===== config.mk =====
export PLATFORM = sky130hd
export DESIGN_NAME = clock_ctrl_flat
export DESIGN_NICKNAME = d
export VERILOG_FILES = /design/src/rtl/clock_ctrl_if.sv /design/src/rtl/clock_ctrl.sv /design/src/flat_wrapper.sv
export SDC_FILE = /design/constraint.sdc
export NUM_CORES = 1
export LEC_CHECK = 0
export CORE_AREA = 2 2 59 61
export DETAILED_ROUTE_END_ITERATION = 12
export DIE_AREA = 0 0 61 63
export PLACE_DENSITY = 0.82
export SYNTH_ARGS = -nofsm -noshare
export SYNTH_HDL_FRONTEND = slang
export SYNTH_SLANG_ARGS = --single-unit

===== constraint.sdc =====
create_clock -name core_clock -period 1.9 [get_ports core_clock]
set_clock_uncertainty 0.15 [all_clocks]
set_input_delay 0.285 -clock core_clock [delete_from_list [all_inputs] [get_ports core_clock]]
set_output_delay 0.285 -clock core_clock [all_outputs]
set_load 0.1 [all_outputs]

===== src/rtl/clock_ctrl_if.sv =====
// clock_ctrl_if: step-button inputs and clock-enable outputs of clock_ctrl
//  master (clock_ctrl): in  step_enable, step_sync
//                       out reset_out, pulse_slow, pulse_fast, clock_slow, clock_fast,
//                           game_tick, cpu_div[2:0], cpu_clock, cpu_tick
//  slave (consumers):   the mirror image of master
interface clock_ctrl_if;
  logic       step_enable;
  logic       step_sync;
  logic       reset_out;
  logic       pulse_slow;
  logic       pulse_fast;
  logic       clock_slow;
  logic       clock_fast;
  logic       game_tick;
  logic [2:0] cpu_div;
  logic       cpu_clock;
  logic       cpu_tick;
  modport master (
    input  step_enable, step_sync,
    output reset_out, pulse_slow, pulse_fast, clock_slow, clock_fast,
           game_tick, cpu_div, cpu_clock, cpu_tick
  );
  modport slave (
    output step_enable, step_sync,
    input  reset_out, pulse_slow, pulse_fast, clock_slow, clock_fast,
           game_tick, cpu_div, cpu_clock, cpu_tick
  );
endinterface


===== src/rtl/clock_ctrl.sv =====
// clock_ctrl: single-domain clock-enable generator (dividers, game tick, CPU divider, reset stretch)
//  core_clock  sole clock, rising edge
//  reset       synchronous active-high reset
//  bus         clock_ctrl_if.master: step_enable/step_sync in; reset_out, pulse_*/clock_*,
//              game_tick, cpu_div, cpu_clock, cpu_tick out
//  STEP_MODE_EN defined: single-step mode via step_enable/step_sync; undefined: free run only
module clock_ctrl #(
  parameter int DIV_SLOW    = 33333,
  parameter int DIV_FAST    = 166,
  parameter int RST_STRETCH = 16
) (
  input  logic         core_clock,
  input  logic         reset,
  clock_ctrl_if.master bus
);
  localparam int SW = $clog2(DIV_SLOW);
  localparam int FW = $clog2(DIV_FAST);
  localparam int RW = $clog2(RST_STRETCH + 1);
  logic [SW-1:0] slow_cnt;
  logic [FW-1:0] fast_cnt;
  logic [RW-1:0] rst_cnt;
  logic          reset_out;
  logic          clock_slow;
  logic          clock_fast;
  logic [2:0]    cpu_div;
  logic          cpu_q;
  logic          cpu_tick;
  logic          pulse_slow;
  logic          pulse_fast;
  logic          game_tick;
  logic [2:0]    cpu_inc;
  assign pulse_slow = slow_cnt == SW'(DIV_SLOW - 1);
  assign pulse_fast = fast_cnt == FW'(DIV_FAST - 1);
`ifdef STEP_MODE_EN
  logic step_q;
  logic step_rise;
  always_ff @(posedge core_clock)
    step_q <= reset ? 1'b0 : bus.step_sync;
  assign step_rise = bus.step_sync & ~step_q;
  // Step size follows step_enable combinationally so a mode switch applies on the same cycle
  always_comb begin
    game_tick = bus.step_enable ? step_rise : ~reset_out;
    cpu_inc   = bus.step_enable ? 3'd4 : 3'd1;
  end
`else
  always_comb begin
    game_tick = ~reset_out;
    cpu_inc   = 3'd1;
  end
`endif
  // reset_out drops after RST_STRETCH cycles with reset low
  always_ff @(posedge core_clock) begin
    if (reset) begin
      rst_cnt   <= '0;
      reset_out <= 1'b1;
    end else if (reset_out) begin
      rst_cnt   <= rst_cnt + 1'b1;
      reset_out <= rst_cnt != RW'(RST_STRETCH - 1);
    end
  end
  always_ff @(posedge core_clock) begin
    if (reset) begin
      slow_cnt   <= '0;
      fast_cnt   <= '0;
      clock_slow <= 1'b0;
      clock_fast <= 1'b0;
    end else begin
      slow_cnt   <= pulse_slow ? '0 : slow_cnt + 1'b1;
      fast_cnt   <= pulse_fast ? '0 : fast_cnt + 1'b1;
      clock_slow <= clock_slow ^ pulse_slow;
      clock_fast <= clock_fast ^ pulse_fast;
    end
  end
  // cpu_tick is a registered rise of cpu_div[2], so it lands one cycle after the MSB sets
  always_ff @(posedge core_clock) begin
    if (reset) begin
      cpu_div  <= '0;
      cpu_q    <= 1'b0;
      cpu_tick <= 1'b0;
    end else begin
      cpu_div  <= (game_tick && !reset_out) ? cpu_div + cpu_inc : cpu_div;
      cpu_q    <= cpu_div[2];
      cpu_tick <= cpu_div[2] & ~cpu_q;
    end
  end
  assign bus.reset_out  = reset_out;
  assign bus.pulse_slow = pulse_slow;
  assign bus.pulse_fast = pulse_fast;
  assign bus.clock_slow = clock_slow;
  assign bus.clock_fast = clock_fast;
  assign bus.game_tick  = game_tick;
  assign bus.cpu_div    = cpu_div;
  assign bus.cpu_clock  = cpu_div[2];
  assign bus.cpu_tick   = cpu_tick;
endmodule


===== src/flat_wrapper.sv =====
// flat-port wrapper written by rule: the top's interface ports become plain ports
module clock_ctrl_flat 
#(
  parameter int DIV_SLOW    = 33333,
  parameter int DIV_FAST    = 166,
  parameter int RST_STRETCH = 16
)
  (core_clock, reset, bus_step_enable, bus_step_sync, bus_reset_out, bus_pulse_slow, bus_pulse_fast, bus_clock_slow, bus_clock_fast, bus_game_tick, bus_cpu_div, bus_cpu_clock, bus_cpu_tick);
  clock_ctrl_if bus_i ();
  input  logic core_clock;
  input  logic reset;
  input wire logic [$bits(bus_i.step_enable)-1:0] bus_step_enable;
  input wire logic [$bits(bus_i.step_sync)-1:0] bus_step_sync;
  output wire logic [$bits(bus_i.reset_out)-1:0] bus_reset_out;
  output wire logic [$bits(bus_i.pulse_slow)-1:0] bus_pulse_slow;
  output wire logic [$bits(bus_i.pulse_fast)-1:0] bus_pulse_fast;
  output wire logic [$bits(bus_i.clock_slow)-1:0] bus_clock_slow;
  output wire logic [$bits(bus_i.clock_fast)-1:0] bus_clock_fast;
  output wire logic [$bits(bus_i.game_tick)-1:0] bus_game_tick;
  output wire logic [$bits(bus_i.cpu_div)-1:0] bus_cpu_div;
  output wire logic [$bits(bus_i.cpu_clock)-1:0] bus_cpu_clock;
  output wire logic [$bits(bus_i.cpu_tick)-1:0] bus_cpu_tick;
  assign bus_i.step_enable = bus_step_enable;
  assign bus_i.step_sync = bus_step_sync;
  assign bus_reset_out = bus_i.reset_out;
  assign bus_pulse_slow = bus_i.pulse_slow;
  assign bus_pulse_fast = bus_i.pulse_fast;
  assign bus_clock_slow = bus_i.clock_slow;
  assign bus_clock_fast = bus_i.clock_fast;
  assign bus_game_tick = bus_i.game_tick;
  assign bus_cpu_div = bus_i.cpu_div;
  assign bus_cpu_clock = bus_i.cpu_clock;
  assign bus_cpu_tick = bus_i.cpu_tick;
  clock_ctrl #(.DIV_SLOW(DIV_SLOW), .DIV_FAST(DIV_FAST), .RST_STRETCH(RST_STRETCH)) u_core (.core_clock(core_clock), .reset(reset), .bus(bus_i));
endmodule

==> impl_metrics.yaml, run 1 <==
outcome:
  status: "finished, final reports clean"
pwr:
  leakagePower_nw: 0.807
  ir_drop_mv: 0.298
  powerDensity_nw_per_um2: 692
drt:
  ant_nets: 0
  viasPerCell: 4.92
  avgRoutedWirePerCell_um: 12.4
  drt_iter0_markers: 53
  routed-via-count: 1200
  drc: 0
  drtPass1Iterations: 4
  wirelength_um: 3020
global_route:
  overflow: 0
  grt_pass1_wl_um: 4870
  grt_util_all_layers_pct: 17.3
  grt_max_degree: 17
  antenna_found_initial: 0
  grt_pass1_vias: 1133
sta:
  max_freq_mhz: 528
  setup_violations: 0
  fin_crit_sh_pct: 99.6
  tightest_slew_ns: 0.298
  relSlewSlack_pct: 80.0
  final_hold_viol_count: 0
  slew_violations: 0
  rsz0062_at_grt: "yes"
  finalCriticalPeriod_ns: 1.89
clocking:
  root_buffer: "clkbuf_4"
  cts_tree: "done"
  htreeDepth: 2
  clkLatencyLatePin_ns: 0.35
  clockBufferDepth: 2
  cts.clk_slew.worst_paths_ns: 0.12
  numCtsBuffers: 5
  clock_sinks: 37
cells_and_area:
  nFillCells: 234
  fin_area_sq_um: 2130
  synthToLayoutAreaGrowth_pct: 32.6
  final_nets: 208
  antennaDiodeCount: 0
  finish.utilization_pct: 65.9
  final_layout_size_suffix_gt1_share_pct: 32.3
yosys:
  yosysSeqAreaShare_pct: 46.1
  ys_warn_count: 0
  synth_largest_area_cell: "dfxtp_1"
  syn-num-nets: 181
  synthTopCellsByArea: "dfxtp_1 46%, xnor2_1 11%, nor2_1 9.1%"
  synth_top_area_share_pct: 46.1
  synth_cell_types: 29
  postSynthAreaPerCell_sq_um: 9.44
  syn_area_sq_um: 1610
  synth_cells: 170
  synth-seq-cells: 37
critical_path:
  worstSetupPathType: "flip-flop to output port"
  worstPathRequired_ns: 1.46
  rr_worst_depth: 8
  r2r-end: "u_core.slow_cnt[6]"
  endpoint_kind: "output port"
  crit_fanout: 3
  reg2reg_slack_ns: 0.11
  start_kind: "flip-flop"
  arrival_ns: 1.46
  r2r_start: "u_core.slow_cnt[7]"
placement:
  placed_area_sq_um: 1880
  dpl.hpwl_um: 1880
  routabilityCongestion: 0.756
  numPortBuffers: 12
floorplanning:
  core_area_sq_um: 3230
  std_cell_rows: 21
  die-height_um: 63
  ios: 15
  start_util_pct: 49.7
  dieArea_sq_um: 3840
  die_w_um: 61
min_path:
  min_to: "u_core.bus.cpu_tick"
  min_path_type: "flip-flop to flip-flop"
  holdPathStages: 1
  min-delay-start: "u_core.cpu_q"
job:
  maxCapViolCount: 0
## worst max-delay path by stage
stage	start	end	slack, ns
after global routing	u_core.slow_cnt[7]	bus_pulse_slow	-0.11
after detailed placement	u_core.slow_cnt[0]	bus_pulse_slow	0.22
after global placement	u_core.slow_cnt[0]	bus_pulse_slow	0.25
after CTS	u_core.slow_cnt[0]	bus_pulse_slow	0.002
after floorplan	u_core.fast_cnt[3]	u_core.fast_cnt[3]	-0.41
final	u_core.slow_cnt[7]	bus_pulse_slow	0.007
## sequential cells by signal, indices dropped and copies added, names as in the netlist
register / count
u_core.slow_cnt: 16
u_core.fast_cnt: 8
u_core.rst_cnt: 5
u_core.bus.cpu_div: 3
u_core.bus.clock_fast: 1
u_core.bus.clock_slow: 1
u_core.bus.cpu_tick: 1
u_core.bus.reset_out: 1
u_core.cpu_q: 1
## cells by family after synthesis
| logic type | Yosys count | share of synthesized area [%] |
|---|---|---|
| flip-flops | 37 | 46.1 |
| multiplexers | 2 | 1.25 |
| adder cells (fa/ha/maj) | 7 | 5.46 |
| AND/OR/NAND/NOR | 79 | 26.7 |
| AO/OA/AOI/OAI | 2 | 0.936 |
| XOR/XNOR | 27 | 14.7 |
| buffers and inverters | 16 | 4.75 |
## stage by stage
step	TNS [ns]	cells	setup WS, ns	hold slack, ns	total power [mW]
floorplan	-3.64	170	-0.407	0.213	0.868
global placement	0	225	0.248	0.220	0.879
detailed placement	0	225	0.221	0.269	0.882
CTS	0	241	0.00184	0.287	1.48
global route	-0.137	244	-0.111	0.300	1.55
finish	0	244	0.00713	0.288	1.47
## layout make-up
type / instances / area [sq um] / area share [%]
multi-input combinational: 117 / 850 / 39.9
sequential: 37 / 761 / 35.7
timing repair buffer: 26 / 330 / 15.5
tap: 46 / 57.6 / 2.70
clock buffer: 6 / 51.3 / 2.41
inverter: 10 / 41.3 / 1.94
clock inverter: 2 / 37.5 / 1.76
## power by group
group / switching [mW] / internal (mW) / total [mW]
clock: 0.268 / 0.313 / 0.581
combinational: 0.0423 / 0.0443 / 0.0866
sequential: 0.0136 / 0.792 / 0.805
total: 0.324 / 1.15 / 1.47
## cells in the final DEF (no fill, tap or decap), drive strengths merged
cell type      synthesis  layout
nor4b                  2       2
nand2                  7       7
and3                   2       2
and4                   1       1
buf                    4      25
nand3b                 1       1
inv                   10       9
nor3                   6       6
dfxtp                 37      37
a211oi                 1       1
ha                     7       7
nor2                  39      39
nor4                   4       4
xnor2                 20      20
clkdlybuf4s50          0       1
o21bai                 1       1
or2                    1       1
clkinvlp               0       2
nand2b                 1       1
nor2b                  3       3
clkbuf                 2       6
xor2                   7       7
nand4                  5       5
nand3                  7       7
bufinv                 0       1
mux2i                  2       2
## cell usage after synthesis (all sizes together)
cell type  number
nand2           7
a211oi          1
nand3b          1
nand3           7
or2             1
dfxtp          37
nor2           39
nor4            4
mux2i           2
clkbuf          2
ha              7
nor4b           2
nand4           5
o21bai          1
and4            1
buf             4
xnor2          20
nor3            6
xor2            7
and3            2
nand2b          1
nor2b           3
inv            10
## per-layer routing
metal / track usage (%) / up-vias / share of wire [%]
met2: 26.7 / 22 / 50
li1: - / 609 / -
met3: 7.87 / 4 / 3.6
met1: 20.1 / 565 / 45
met5: 0 / - / 0
met4: 7.88 / 0 / 1.5
## critical path: stages, from the launching register on
cell     delay (ns)
dfxtp_2        0.37
nor4b_4        0.28
nand4_1        0.18
inv_2          0.10
buf_12         0.17
## what timing repair did
action                     in CTS  in global routing
pin swaps                       3                  1
gates cloned                    0                  1
hold buffers                    0                  0
setup buffers                   8                  2
setup endpoints to repair       2                 18
resized for setup              18                  9
(Power assumes the default switching activity.)
==> run 2, diff against run 1 <==
Settings changed: CTS_CLUSTER_SIZE from default to 25, SLEW_MARGIN from default to 5.
==> results of run 2 <==
Final layout, timing and power as in run 1 (identical DEF).
